<file path="config.mk">
export PLATFORM = sky130hd
export DESIGN_NAME = countdown_bcd_timer
export DESIGN_NICKNAME = d
export VERILOG_FILES = /design/src/rtl/countdown_bcd_timer.sv
export SDC_FILE = /design/constraint.sdc
export NUM_CORES = 1
export LEC_CHECK = 0
export BUFFER_PORTS_ARGS = -buffer_cell sky130_fd_sc_hd__buf_2
export CORE_MARGIN = 1.5
export CORE_UTILIZATION = 50
export CTS_CLUSTER_DIAMETER = 40
export DETAILED_ROUTE_END_ITERATION = 8
export PLACE_DENSITY = 0.77
export SLEW_MARGIN = 10
export SYNTH_ARGS = -nofsm -noshare
export SYNTH_HDL_FRONTEND = slang
export SYNTH_SLANG_ARGS = --single-unit
</file>
<file path="constraint.sdc">
create_clock -name clk -period 9.6 [get_ports clk]
set_input_delay 2.4 -clock clk [delete_from_list [all_inputs] [get_ports clk]]
set_output_delay 2.4 -clock clk [all_outputs]
set_load 0.02 [all_outputs]
</file>
<file path="src/rtl/countdown_bcd_timer.sv">
// Two-digit BCD countdown timer: loads a binary duration (clamped to 99), counts
// down once per TICK_DIV clock cycles and pulses done on reaching 00.
//
//   state | meaning
//   IDLE  | not counting; digits hold last value (dash after reset, 00 after expiry)
//   RUN   | counting down, one decrement per prescaler tick
module countdown_bcd_timer #(
    parameter int unsigned TICK_DIV = 50_000_000
) (
    input  logic       clk,
    input  logic       rst,
    input  logic       load,
    input  logic [6:0] load_val,
    input  logic       pause,
    output logic [3:0] tens,
    output logic [3:0] ones,
    output logic       running,
    output logic       done
);

    localparam int unsigned PW = (TICK_DIV > 2) ? $clog2(TICK_DIV) : 1;
    localparam logic [PW-1:0] PS_MAX = PW'(TICK_DIV - 1);
    localparam logic [3:0] DASH = 4'hA;

    typedef enum logic {IDLE, RUN} state_t;

    state_t        state;
    logic [PW-1:0] prescaler;
    logic          tick;

    logic [6:0] clamped;
    logic [6:0] r80;
    logic [5:0] r40;
    logic [4:0] r20;
    logic [3:0] bcd_tens;
    logic [3:0] bcd_ones;

    assign clamped = (load_val > 7'd99) ? 7'd99 : load_val;

    // Restoring subtract chain: tens = 8/4/2/1 multiples of ten taken in turn.
    assign bcd_tens[3] = (clamped >= 7'd80);
    assign r80         = bcd_tens[3] ? (clamped - 7'd80) : clamped;
    assign bcd_tens[2] = (r80 >= 7'd40);
    assign r40         = bcd_tens[2] ? 6'(r80 - 7'd40) : 6'(r80);
    assign bcd_tens[1] = (r40 >= 6'd20);
    assign r20         = bcd_tens[1] ? 5'(r40 - 6'd20) : 5'(r40);
    assign bcd_tens[0] = (r20 >= 5'd10);
    assign bcd_ones    = bcd_tens[0] ? 4'(r20 - 5'd10) : 4'(r20);

    assign tick = (prescaler == PS_MAX);

    always_ff @(posedge clk) begin
        if (rst) begin
            state     <= IDLE;
            prescaler <= '0;
            tens      <= DASH;
            ones      <= DASH;
            running   <= 1'b0;
            done      <= 1'b0;
        end else begin
            done <= 1'b0;
            if (load) begin
                prescaler <= '0;
                tens      <= bcd_tens;
                ones      <= bcd_ones;
                if (clamped == 7'd0) begin
                    state   <= IDLE;
                    running <= 1'b0;
                    done    <= 1'b1;
                end else begin
                    state   <= RUN;
                    running <= 1'b1;
                end
            end else begin
                case (state)
                    IDLE: prescaler <= '0;
                    RUN: begin
                        if (!pause) begin
                            if (tick) begin
                                prescaler <= '0;
                                if (ones != 4'd0) begin
                                    ones <= ones - 4'd1;
                                end else begin
                                    ones <= 4'd9;
                                    tens <= tens - 4'd1;
                                end
                                // 01 -> 00 ends the phase in the same cycle.
                                if (tens == 4'd0 && ones == 4'd1) begin
                                    state   <= IDLE;
                                    running <= 1'b0;
                                    done    <= 1'b1;
                                end
                            end else begin
                                prescaler <= prescaler + 1'b1;
                            end
                        end
                    end
                    default: state <= IDLE;
                endcase
            end
        end
    end

endmodule

</file>
# --- Word-level counts from Yosys, hierarchy flattened ---
# Index checks and enable logic that the tools add are counted.
# W data, S select, Z words.
word_totals:
  reg_bits: 37
  in_bits: 11
  output_inout_bits: 10
  word_cells: 70
op_classes:
  add_sub_neg: 7
  n_lt_le_gt_ge: 5
  n_eq_ne: 5
  muxes: 35
  bitwise_logic: 1
  n_reduce_logical: 11
ops:
  columns: ["cell", "count"]
  rows:
  - ["$mux W26", 2]
  - ["$pmux W26 S2", 1]
  - ["$mux W4", 11]
  - ["$add A26 B1 Y26 const B", 1]
  - ["$eq A26 B26 Y1 const B", 1]
  - ["$mux W1", 17]
  - ["$mux W7", 2]
  - ["$reduce_and A4 Y1", 2]
  - ["$sub A4 B1 Y4 const B", 2]
  - ["$ge A7 B6 Y1 const B", 1]
  - ["$ge A7 B7 Y1 const B", 1]
  - ["$gt A7 B7 Y1 const B", 1]
  - ["$logic_not A7 Y1", 1]
  - ["$sub A7 B7 Y7 const B", 1]
  - ["$ge A6 B5 Y1 const B", 1]
  - ["$mux W6", 1]
  - ["$ne A2 B2 Y1 const B", 3]
  - ["$reduce_bool A2 Y1", 3]
  - ["$sub A6 B6 Y6 const B", 1]
  - ["$ge A5 B4 Y1 const B", 1]
  - ["$mux W5", 1]
  - ["$sub A5 B5 Y5 const B", 1]
  - ["$eq A4 B1 Y1 const B", 1]
  - ["$logic_not A4 Y1", 1]
  - ["other kinds (6)", 6]

# --- Logic depth before layout (Yosys ltp) ---
# Gate-level depths: netlist of the first run.
logic_depth:
  ltp_word: 11
  depth_mapped: 23
  depth_no_buf: 22

# --- Worst setup path after synthesis of the first run ---
# Ideal clock, no wire load.
synth_timing:
  kind: "input-to-reg"
  from: "input port load_val[5]"
  to: "register ones[2]"
  arrival_time_ns: 6.641
  setup_slack_ns: 2.880
  path_stages: 20
  cell_sequence: "buf_2 > nand2_1 > nand2_1 > ha_1 > a2111oi_4 > o31a_2 > nor2_2 > inv_1 > ha_1 > or3b_2 > o41ai_1 > a211oi_1 > nor2_1 > xnor2_1 > ha_1 > o21ai_0 > a21o_1 > a311oi_2 > or4b_1 > o211ai_1"
synth_between:
  elab_chain_cells: 11
  elab_cells_between_ends: 15
synth_lines:
  columns: ["element", "line", "source"]
  rows:
  - ["start, declared", "13", "input logic [6:0] load_val,"]
  - ["$gt A7 B7 Y1", "38", "assign clamped = (load_val > 7'd99) ? 7'd99 : load_val;"]
  - ["$mux W7 (*)", "38", null]
  - ["$sub A7 B7 Y7 or $ge A7 B7 Y1 (tied branches)", "42, 41", null]
  - ["$mux W7 (*)", "42", "assign r80 = bcd_tens[3] ? (clamped - 7'd80) : clamped;"]
  - ["$sub A6 B6 Y6 or $ge A7 B6 Y1 (tied branches)", "44, 43", null]
  - ["$mux W6 (*)", "44", "assign r40 = bcd_tens[2] ? 6'(r80 - 7'd40) : 6'(r80);"]
  - ["$sub A5 B5 Y5 or $ge A6 B5 Y1 (tied branches)", "46, 45", null]
  - ["$mux W5 (*)", "46", "assign r20 = bcd_tens[1] ? 5'(r40 - 6'd20) : 5'(r40);"]
  - ["$sub A4 B4 Y4 or $ge A5 B4 Y1 (tied branches)", "48, 47", null]
  - ["$mux W4 (*)", "48", "assign bcd_ones = bcd_tens[0] ? 4'(r20 - 5'd10) : 4'(r20);"]
  - ["$mux W4 (*)", "62", "if (load) begin"]
  - ["end signal, assigned", "65", "ones <= bcd_ones;"]
  - ["end signal, assigned", "82", "ones <= ones - 4'd1;"]
  - ["end, declared", "16", "output logic [3:0] ones,"]
# Mark *: on every way between the ends. The rest lies on a longest branch, timed or not.
# A chain may end at the register's enable or synchronous reset.

# --- Final worst setup path of the first run ---
layout_timing:
  from: "input port load_val[6]"
  to: "register ones[2]"
# Same word-level chain as after synthesis.

==> flow_summary.json, run 1 <==
{
  "cp-start-kind": "input pin",
  "die-area_um2": 5340,
  "leakage_nw": 0.940,
  "reg2reg_depth": 6,
  "core_um2": 4720,
  "viasPerCell": 5.94,
  "die_x_um": 73.1,
  "worst_slew_pin_slew_ps": 804,
  "timing.setup.tns_ps": 0,
  "drc": 0,
  "layout_commonest_cell": "nor2_1",
  "grt_pass1_wl_mm": 9.80,
  "ys.warnings.count": 0,
  "cp.required_ps": 9810,
  "final_cells": 396,
  "avgSynthCellArea_um2": 7.79,
  "synthFlopType": "dfxtp_1",
  "worst_slack_ps": 2510,
  "clockRootBuffer": "clkbuf_8",
  "rows": 25,
  "max-slew-margin-rel_pct": 45.9,
  "wire_per_inst_um": 14.4,
  "final_hold_viol_count": 0,
  "drv_slew": 0,
  "critPathTopFamily": "simple AND/OR/NAND/NOR gates",
  "ys_seq_elements": 37,
  "outcome": "finished, final reports clean",
  "wl_met2_mm": 2.69,
  "grt_overflow": 0,
  "fp.dieH_um": 73.1,
  "path_common_cell": "ha_1",
  "gp_congestion": 0.918,
  "min_path_cells": 1,
  "dp_hpwl_mm": 4.22,
  "synth_cells": 315,
  "grt_max_degree": 17,
  "clk_path_buf_depth": 2,
  "start_util_pct": 51.9,
  "grt_use_total_pct": 23.0,
  "wirelength_mm": 5.72,
  "antennaDiodeCount": 0,
  "syn-num-nets": 335,
  "max-cap-violations": 0,
  "synth_cell_types": 60,
  "grt_antenna_before_repair": 0,
  "syn_area_um2": 2450,
  "vias": 2354,
  "fin_nets": 348,
  "clk_pin_slew_worst_paths_ps": 70,
  "crit_slowest_cell": "or3b_2",
  "setup.worst_path.class": "in2reg",
  "drive_gt1_share_pct": 12.5,
  "crit_chain": "buf_2 -> mux2_2 -> inv_1 -> ha_1 -> a211oi_1 -> nor4_1 -> nor2_2 -> inv_1 -> ha_1 -> or3b_2 -> o41ai_1 -> a211oi_1 -> nor2_1 -> xnor2_1 -> ha_1 -> nand2b_1 -> o21ai_0 -> nand2_1 -> a311oi_1 -> a311oi_2 -> or4_1 -> o211ai_1",
  "fin_skew_ps": 5.56,
  "ant_nets": 0,
  "highest_layer": "met4",
  "clock.fmax_ghz": 0.141,
  "postCtsSetupBuffers": 0,
  "synth-async-reset-ratio_pct": 0,
  "place_ws_ps": 2290,
  "synth_edf_count": 0,
  "power_density_nw_per_um2": 141,
  "peakVddDrop_mv": 0.0647,
  "drt_iter0_drc": 177,
  "rsz0062_at_grt": "no",
  "cts_max_level": 2,
  "endpoint_kind": "register",
  "hp-class": "reg2reg",
  "path_buf_inv": 3,
  "wl_met3_um": 252,
  "cts_resized": 0,
  "port_buffers": 20,
  "worst-path-stages": 22,
  "dr.pass1.iters": 5,
  "critPathMaxStageDelay_ps": 470,
  "worstSkewPairLatency_ps": 290,
  "min_period_ps": 7090,
  "holdBufCountCts": 0,
  "wl_met1_mm": 2.73,
  "first_global_vias": 2136,
  "setup_viol": 0,
  "dpl.cell_count": 388,
  "cts_made_buffers": 5,
  "cts_num_sinks": 37,
  "syn_to_final_growth_pct": 9.89,
  "layout_common_cells": "nor2_1, dfxtp_1, nand2_1, a21oi_1, buf_2",
  "ios": 21,
  "finalCritPeriodShare_pct": 73.8,
  "synth.yosys.seq_area_share_pct": 30.2,
  "cts_tree": "yes",
  "cp_max_fo": 14,
  "cp.arrival_ps": 7300
}
[area by class of cell]
type / count / area, um^2
Tap cell: 67 / 83.8
Fill cell: 441 / 2030
Multi-Input combinational cell: 249 / 1600
Inverter: 15 / 56.3
Sequential cell: 37 / 741
Clock buffer: 5 / 68.8
Timing Repair Buffer: 20 / 100
Clock inverter: 3 / 46.3
[worst paths after layout]
path	startpoint	endpoint	slack (ps)
worst min-delay path	prescaler[25]$_SDFFE_PP0P_	prescaler[25]$_SDFFE_PP0P_	470
worst max register to register	prescaler[7]$_SDFFE_PP0P_	prescaler[23]$_SDFFE_PP0P_	7100
worst max-delay path	load_val[6]	ones[2]$_SDFFE_PP0P_	2510
worst min register to register	prescaler[25]$_SDFFE_PP0P_	prescaler[25]$_SDFFE_PP0P_	470
[per-layer routing]
layer  vias to the layer above  GRT usage [%]
met2                        52           36.8
met5                         -              0
met3                         6           4.42
li1                       1193              -
met4                         0           6.29
met1                      1103           31.4
[flip-flops by register name, summed over array words and instances (netlist names)]
register   cells
prescaler     26
running        1
ones           4
done           1
tens           4
state          1
[logic make-up after synthesis]
group | count (synthesis) | share of synthesized area, %
compound gates | 81 | 24.0
xor+xnor | 17 | 6.07
fa+ha+maj | 9 | 4.59
buf+inv | 29 | 4.59
flops | 37 | 30.2
mux | 3 | 1.27
simple gates | 139 | 29.3
[report_power, final]
group	switching (W)	total, W	internal (W)
clock	0.0000584	0.000136	0.0000777
combinational	0.0000501	0.0000803	0.0000301
sequential	0.00000537	0.000164	0.000158
[cell usage after synthesis, drive strengths merged (5+ instances only)]
cell	instances	share of area, %
nand2	26	4.0
nor2	41	6.4
clkbuf	11	1.7
a31oi	6	1.5
nand4	5	1.3
nand3	14	2.9
xor2	8	2.9
ha	9	4.6
nor4	8	2.0
nor3	11	2.2
a21oi	20	4.1
o21ai	15	3.1
inv	15	2.3
dfxtp	37	30
xnor2	9	3.2
a211oi	7	2.1
[per-stage QoR]
stage          utilization (%)  power [W]  hold WS, ps  instance area (um^2)
2_1_floorplan                -   0.000225          430                  2450
3_3_place_gp              54.6   0.000243          452                  2580
3_5_place_dp              54.6   0.000246          459                  2580
4_1_cts                   57.1   0.000382          475                  2700
5_1_grt                   57.1   0.000399          503                  2700
6_report                  57.1   0.000380          473                  2700
(Power assumes the default switching activity.)
==> run 2: changes to the inputs <==
==> constraint.sdc (replaced) <==
create_clock -name clk -period 6.6 [get_ports clk]
set_input_delay 1.65 -clock clk [delete_from_list [all_inputs] [get_ports clk]]
set_output_delay 1.65 -clock clk [all_outputs]
set_load 0.02 [all_outputs]
==> flow_summary.json, run 2 (synthesized netlist as in run 1, its figures left out) <==
{
  "layout_commonest_cell": "nor2_1",
  "path_common_cell": "ha_1",
  "worst_slack_ps": 420,
  "critPathTopFamily": "simple AND/OR/NAND/NOR gates",
  "cp.arrival_ps": 6390,
  "vias": 2382,
  "crit_chain": "buf_2 -> nand2_1 -> nand2_1 -> ha_1 -> a2111oi_4 -> o31a_2 -> nor2_2 -> inv_1 -> ha_1 -> or3b_2 -> and4b_2 -> o221a_2 -> nor2_2 -> xnor2_1 -> ha_1 -> o21ai_0 -> a21o_1 -> a311oi_2 -> or4b_1 -> o211ai_1",
  "dp_hpwl_mm": 4.15,
  "crit_slowest_cell": "or4b_1",
  "grt_pass1_wl_mm": 9.76,
  "clk_path_buf_depth": 2,
  "reg2reg_depth": 6,
  "drv_slew": 0,
  "port_buffers": 20,
  "ios": 21,
  "cp_max_fo": 14,
  "setup_viol": 0,
  "clk_pin_slew_worst_paths_ps": 80,
  "drc": 0,
  "max-cap-violations": 0,
  "rsz0062_at_grt": "no",
  "cts_max_level": 2,
  "top_regs": "prescaler: 26 flops, ones: 4 flops, tens: 4 flops",
  "worst-path-stages": 20,
  "endpoint_kind": "register",
  "drt_iter0_drc": 184,
  "worstSetupStartpoint": "load_val[6]",
  "gp_congestion": 0.918,
  "fp.dieH_um": 73.1,
  "viasPerCell": 6.02,
  "start_util_pct": 51.9,
  "rows": 25,
  "core_um2": 4720,
  "wire_per_inst_um": 14.3,
  "grt_antenna_before_repair": 0,
  "drive_gt1_share_pct": 13.7,
  "cts_made_buffers": 5,
  "min_period_ps": 6180,
  "grt_overflow": 0,
  "worstSkewPairLatency_ps": 290,
  "syn_to_final_growth_pct": 11.0,
  "peakVddDrop_mv": 0.154,
  "worst_slew_pin_slew_ps": 813,
  "place_area_um2": 2580,
  "layout_common_cells": "nor2_1, dfxtp_1, nand2_1, a21oi_1, buf_2",
  "grt_use_total_pct": 23.1,
  "hp-class": "reg2reg",
  "timing.setup.tns_ps": 0,
  "dr.pass1.iters": 4,
  "leakage_nw": 0.949,
  "antennaDiodeCount": 0,
  "postCtsSetupBuffers": 0,
  "largest-register": "prescaler",
  "outcome": "finished, final reports clean",
  "ant_nets": 0,
  "largest_reg_flops": 26,
  "cp-start-kind": "input pin",
  "reg2reg_to": "prescaler[23]$_SDFFE_PP0P_",
  "cp.required_ps": 6810,
  "critPathMaxStageDelay_ps": 490,
  "cts_tree": "yes",
  "clockRootBuffer": "clkbuf_8",
  "clock.fmax_ghz": 0.162,
  "power_w": 0.000564,
  "final_hold_viol_count": 0,
  "place_ws_ps": 43.2,
  "fin_nets": 348,
  "first_global_vias": 2138,
  "max-slew-margin-rel_pct": 45.3,
  "grt_max_degree": 17,
  "path_buf_inv": 2,
  "die_x_um": 73.1,
  "wirelength_mm": 5.67,
  "critPathCapture": "ones[2]$_SDFFE_PP0P_",
  "timing.rr.start": "prescaler[7]$_SDFFE_PP0P_",
  "fin_hold_ws_ps": 471,
  "fin_skew_ps": 4.75,
  "setup.worst_path.class": "in2reg",
  "final_area_um2": 2720,
  "cts_num_sinks": 37,
  "die-area_um2": 5340,
  "power_density_nw_per_um2": 207,
  "r2r_slack_ps": 4080,
  "finalCritPeriodShare_pct": 93.6
}
[run 2: changes by cell type in the layout (fill, tap and decap cells not counted)]
cell | before | now
clkinv_4 | 1 | 0
a211oi_1 | 7 | 6
nor4_2 | 0 | 1
nor2_2 | 1 | 2
nor4_1 | 8 | 7
o41ai_2 | 0 | 1
a211oi_2 | 0 | 1
clkbuf_8 | 5 | 6
nor2_1 | 40 | 39
o41ai_1 | 1 | 0
[run 2: layer usage]
metal  GRT usage (%)  part of all wire [%]
met5               0                     0
met4            9.85                   1.9
met3            4.83                   4.4
met2            34.5                    46
met1            32.0                    48
[run 2: layout make-up]
cell class                      instances  area (um^2)
Sequential cell                        37          741
Multi-Input combinational cell        249         1620
Clock buffer                            6         82.6
Tap cell                               67         83.8
Timing Repair Buffer                   20          100
Fill cell                             452         2000
Clock inverter                          2         37.5
Inverter                               15         56.3
[run 2: metrics by stage]
step | instances | util [%]
after detailed placement | 388 | 54.6
after global placement | 388 | 54.6
final | 396 | 57.6
after global routing | 396 | 57.6
after floorplan | 315 | -
after CTS | 396 | 57.2
[run 2: timing repair]
action	CTS	global route
endpoints found under the hold margin	0	0
gates resized for setup	0	4
hold buffers	0	0
endpoints found under the setup margin	0	2
[run 2: where the power goes]
group          total [W]  internal [W]  leakage [nW]  switching, W
Combinational   0.000118     0.0000446         0.590     0.0000737
Clock           0.000208      0.000123        0.0574     0.0000851
Sequential      0.000238      0.000230         0.301    0.00000810
Total           0.000564      0.000397         0.949      0.000167
[run 2: worst min path at each step]
| stage | slack, ps | start | cells after the start | endpoint |
|---|---|---|---|---|
| 2_1_floorplan | 430 | prescaler[6]$_SDFFE_PP0P_ | 2 | prescaler[6]$_SDFFE_PP0P_ |
| 3_3_place_gp | 450 | prescaler[6]$_SDFFE_PP0P_ | 2 | prescaler[6]$_SDFFE_PP0P_ |
| 3_5_place_dp | 460 | prescaler[25]$_SDFFE_PP0P_ | 1 | prescaler[25]$_SDFFE_PP0P_ |
| 4_1_cts | 470 | prescaler[25]$_SDFFE_PP0P_ | 1 | prescaler[25]$_SDFFE_PP0P_ |
| 5_1_grt | 510 | prescaler[6]$_SDFFE_PP0P_ | 2 | prescaler[6]$_SDFFE_PP0P_ |
| 6_report | 470 | prescaler[25]$_SDFFE_PP0P_ | 1 | prescaler[25]$_SDFFE_PP0P_ |
[run 2: worst reg2reg max path: cells and delay by family (launching register included)]
family	cells	cell delay, ps
flops	1	410
simple gates	5	1900
compound gates	1	140
==> run 3: changes to the inputs <==
--- a/config.mk
+++ b/config.mk
@@ -6,11 +6,13 @@
 export NUM_CORES = 1
 export LEC_CHECK = 0
 export BUFFER_PORTS_ARGS = -buffer_cell sky130_fd_sc_hd__buf_2
+export CELL_PAD_IN_SITES_DETAIL_PLACEMENT = 2
+export CELL_PAD_IN_SITES_GLOBAL_PLACEMENT = 2
 export CORE_MARGIN = 1.5
-export CORE_UTILIZATION = 50
+export CORE_UTILIZATION = 35
 export CTS_CLUSTER_DIAMETER = 40
 export DETAILED_ROUTE_END_ITERATION = 8
-export PLACE_DENSITY = 0.77
+export PLACE_DENSITY = 0.87
 export SLEW_MARGIN = 10
 export SYNTH_ARGS = -nofsm -noshare
 export SYNTH_HDL_FRONTEND = slang
==> flow_summary.json, run 3 (synthesized netlist as in run 1, its figures left out) <==
{
  "clk_path_buf_depth": 2,
  "path_common_cell": "ha_1",
  "finalCritPeriodShare_pct": 96.6,
  "viasPerCell": 5.80,
  "fp.dieH_um": 86.7,
  "core_um2": 6790,
  "drc": 0,
  "fillCellCount": 791,
  "die_x_um": 86.7,
  "place_area_um2": 2630,
  "p_sw_share_pct": 31.8,
  "cts_num_sinks": 37,
  "grt_antenna_before_repair": 0,
  "cellInternalPower_w": 0.000388,
  "peakVddDrop_mv": 0.0751,
  "port_buffers": 20,
  "grt_pass1_wl_mm": 13.4,
  "cp-start-kind": "input pin",
  "p_comb_share_pct": 23.5,
  "start_util_pct": 36.1,
  "max-slew-margin-rel_pct": 43.6,
  "leakage_nw": 0.953,
  "syn_to_final_growth_pct": 12.7,
  "cts_made_buffers": 5,
  "cts_tree": "yes",
  "largest_reg_flops": 26,
  "ant_nets": 0,
  "crit_chain": "buf_2 -> nand2_1 -> nand2_1 -> ha_1 -> a2111oi_4 -> o31a_2 -> nor2_2 -> inv_1 -> ha_1 -> or3b_2 -> and4b_2 -> o221a_2 -> nor2_1 -> xnor2_1 -> ha_1 -> o21ai_0 -> a21o_1 -> a311oi_4 -> or4b_1 -> o211ai_1",
  "drive_gt1_share_pct": 13.7,
  "drt_iter0_drc": 112,
  "max-cap-violations": 0,
  "critPathMaxStageDelay_ps": 480,
  "layout_commonest_cell": "nor2_1",
  "gp_congestion": 0.816,
  "rows": 30,
  "clock.fmax_ghz": 0.157,
  "final_area_um2": 2770,
  "ios": 21,
  "vias": 2463,
  "setup.worst_path.class": "in2reg",
  "cp.arrival_ps": 6590,
  "antennaDiodeCount": 0,
  "fin_nets": 349,
  "dp_hpwl_mm": 5.75,
  "outcome": "finished, final reports clean",
  "worstSkewPairLatency_ps": 300,
  "grt_max_degree": 17,
  "cp_max_fo": 14,
  "fin_hold_ws_ps": 484,
  "wirelength_mm": 8.45,
  "layout_common_cells": "nor2_1, dfxtp_1, nand2_1, a21oi_1, buf_2",
  "crit_slowest_cell": "or3b_2",
  "cp.required_ps": 6810,
  "final_hold_viol_count": 0,
  "grt_use_total_pct": 22.6,
  "hp-class": "reg2reg",
  "cts_max_level": 2,
  "p_sw_w": 0.000181,
  "power_density_nw_per_um2": 206,
  "seqPwrFrac_pct": 42.0,
  "endpoint_kind": "register",
  "largest-register": "prescaler",
  "top_regs": "prescaler: 26 flops, ones: 4 flops, tens: 4 flops",
  "first_global_vias": 2589,
  "grt_overflow": 0,
  "min_period_ps": 6380,
  "die-area_um2": 7520,
  "clockRootBuffer": "clkbuf_8",
  "fin_skew_ps": 6.24,
  "setup_viol": 0,
  "holdBufCountCts": 0,
  "wire_per_inst_um": 19.9,
  "drv_slew": 0,
  "clk_pin_slew_worst_paths_ps": 80,
  "dr.pass1.iters": 4,
  "worst_slew_pin_slew_ps": 839,
  "p_clk_share_pct": 34.5
}
==> run 3: through the flow <==
stage	worst slack [ps]	power [W]	utilization (%)	instances	setup TNS, ps
final	225	0.000569	40.7	425	0
after global routing	-78.3	0.000595	40.7	425	-103
after CTS	269	0.000563	40.2	425	0
after detailed placement	15.8	0.000364	38.6	418	0
after global placement	344	0.000359	38.6	418	0
after floorplan	630	0.000327	-	315	0
==> run 3: path summary, 6_finish.rpt <==
check                        startpoint                         end  slack [ps]  depth (start not counted)
max                         load_val[6]        ones[2]$_SDFFE_PP0P_         220                         20
min          prescaler[25]$_SDFFE_PP0P_  prescaler[25]$_SDFFE_PP0P_         480                          1
max reg2reg  prescaler[19]$_SDFFE_PP0P_  prescaler[18]$_SDFFE_PP0P_        3890                          7
min reg2reg  prescaler[25]$_SDFFE_PP0P_  prescaler[25]$_SDFFE_PP0P_         480                          1
==> run 3: worst max-delay path, delay by kind of cell <==
family,cells,cell delay [ps]
adder cells (fa/ha/maj),3,760
XOR/XNOR,1,230
AND/OR/NAND/NOR,7,1790
buffers and inverters,2,350
AO/OA/AOI/OAI,7,1780
==> run 3: power groups by stage <==
stage	clock, W	sequential [W]	combinational [W]
4_1_cts	0.000200	0.000239	0.000124
5_1_grt	0.000210	0.000240	0.000145
3_5_place_dp	0	0.000244	0.000120
3_3_place_gp	0	0.000243	0.000116
2_1_floorplan	0	0.000250	0.0000775
6_report	0.000196	0.000239	0.000133
==> run 3: final cells by class <==
| cell class | instances | area [um^2] | share of cell area (%) |
|---|---|---|---|
| multi-input combinational | 249 | 1640 | 59.2 |
| sequential | 37 | 741 | 26.8 |
| tap | 96 | 120 | 4.34 |
| timing repair buffer | 21 | 108 | 3.89 |
| clock buffer | 5 | 68.8 | 2.49 |
| inverter | 15 | 56.3 | 2.04 |
| clock inverter | 2 | 35.0 | 1.27 |
==> run 3: timing repair <==
action,4_1_cts,5_1_grt
resized for setup,0,5
hold endpoints to repair,0,0
setup endpoints to repair,0,2
buffers inserted,0,0
==> run 3: routing by layer <==
metal	GRT usage (%)	part of all wire (%)	vias up
met5	0	0	-
met4	4.99	0.66	0
met3	3.62	2.2	7
met2	38.8	50	31
met1	29.7	47	1239
li1	-	-	1186
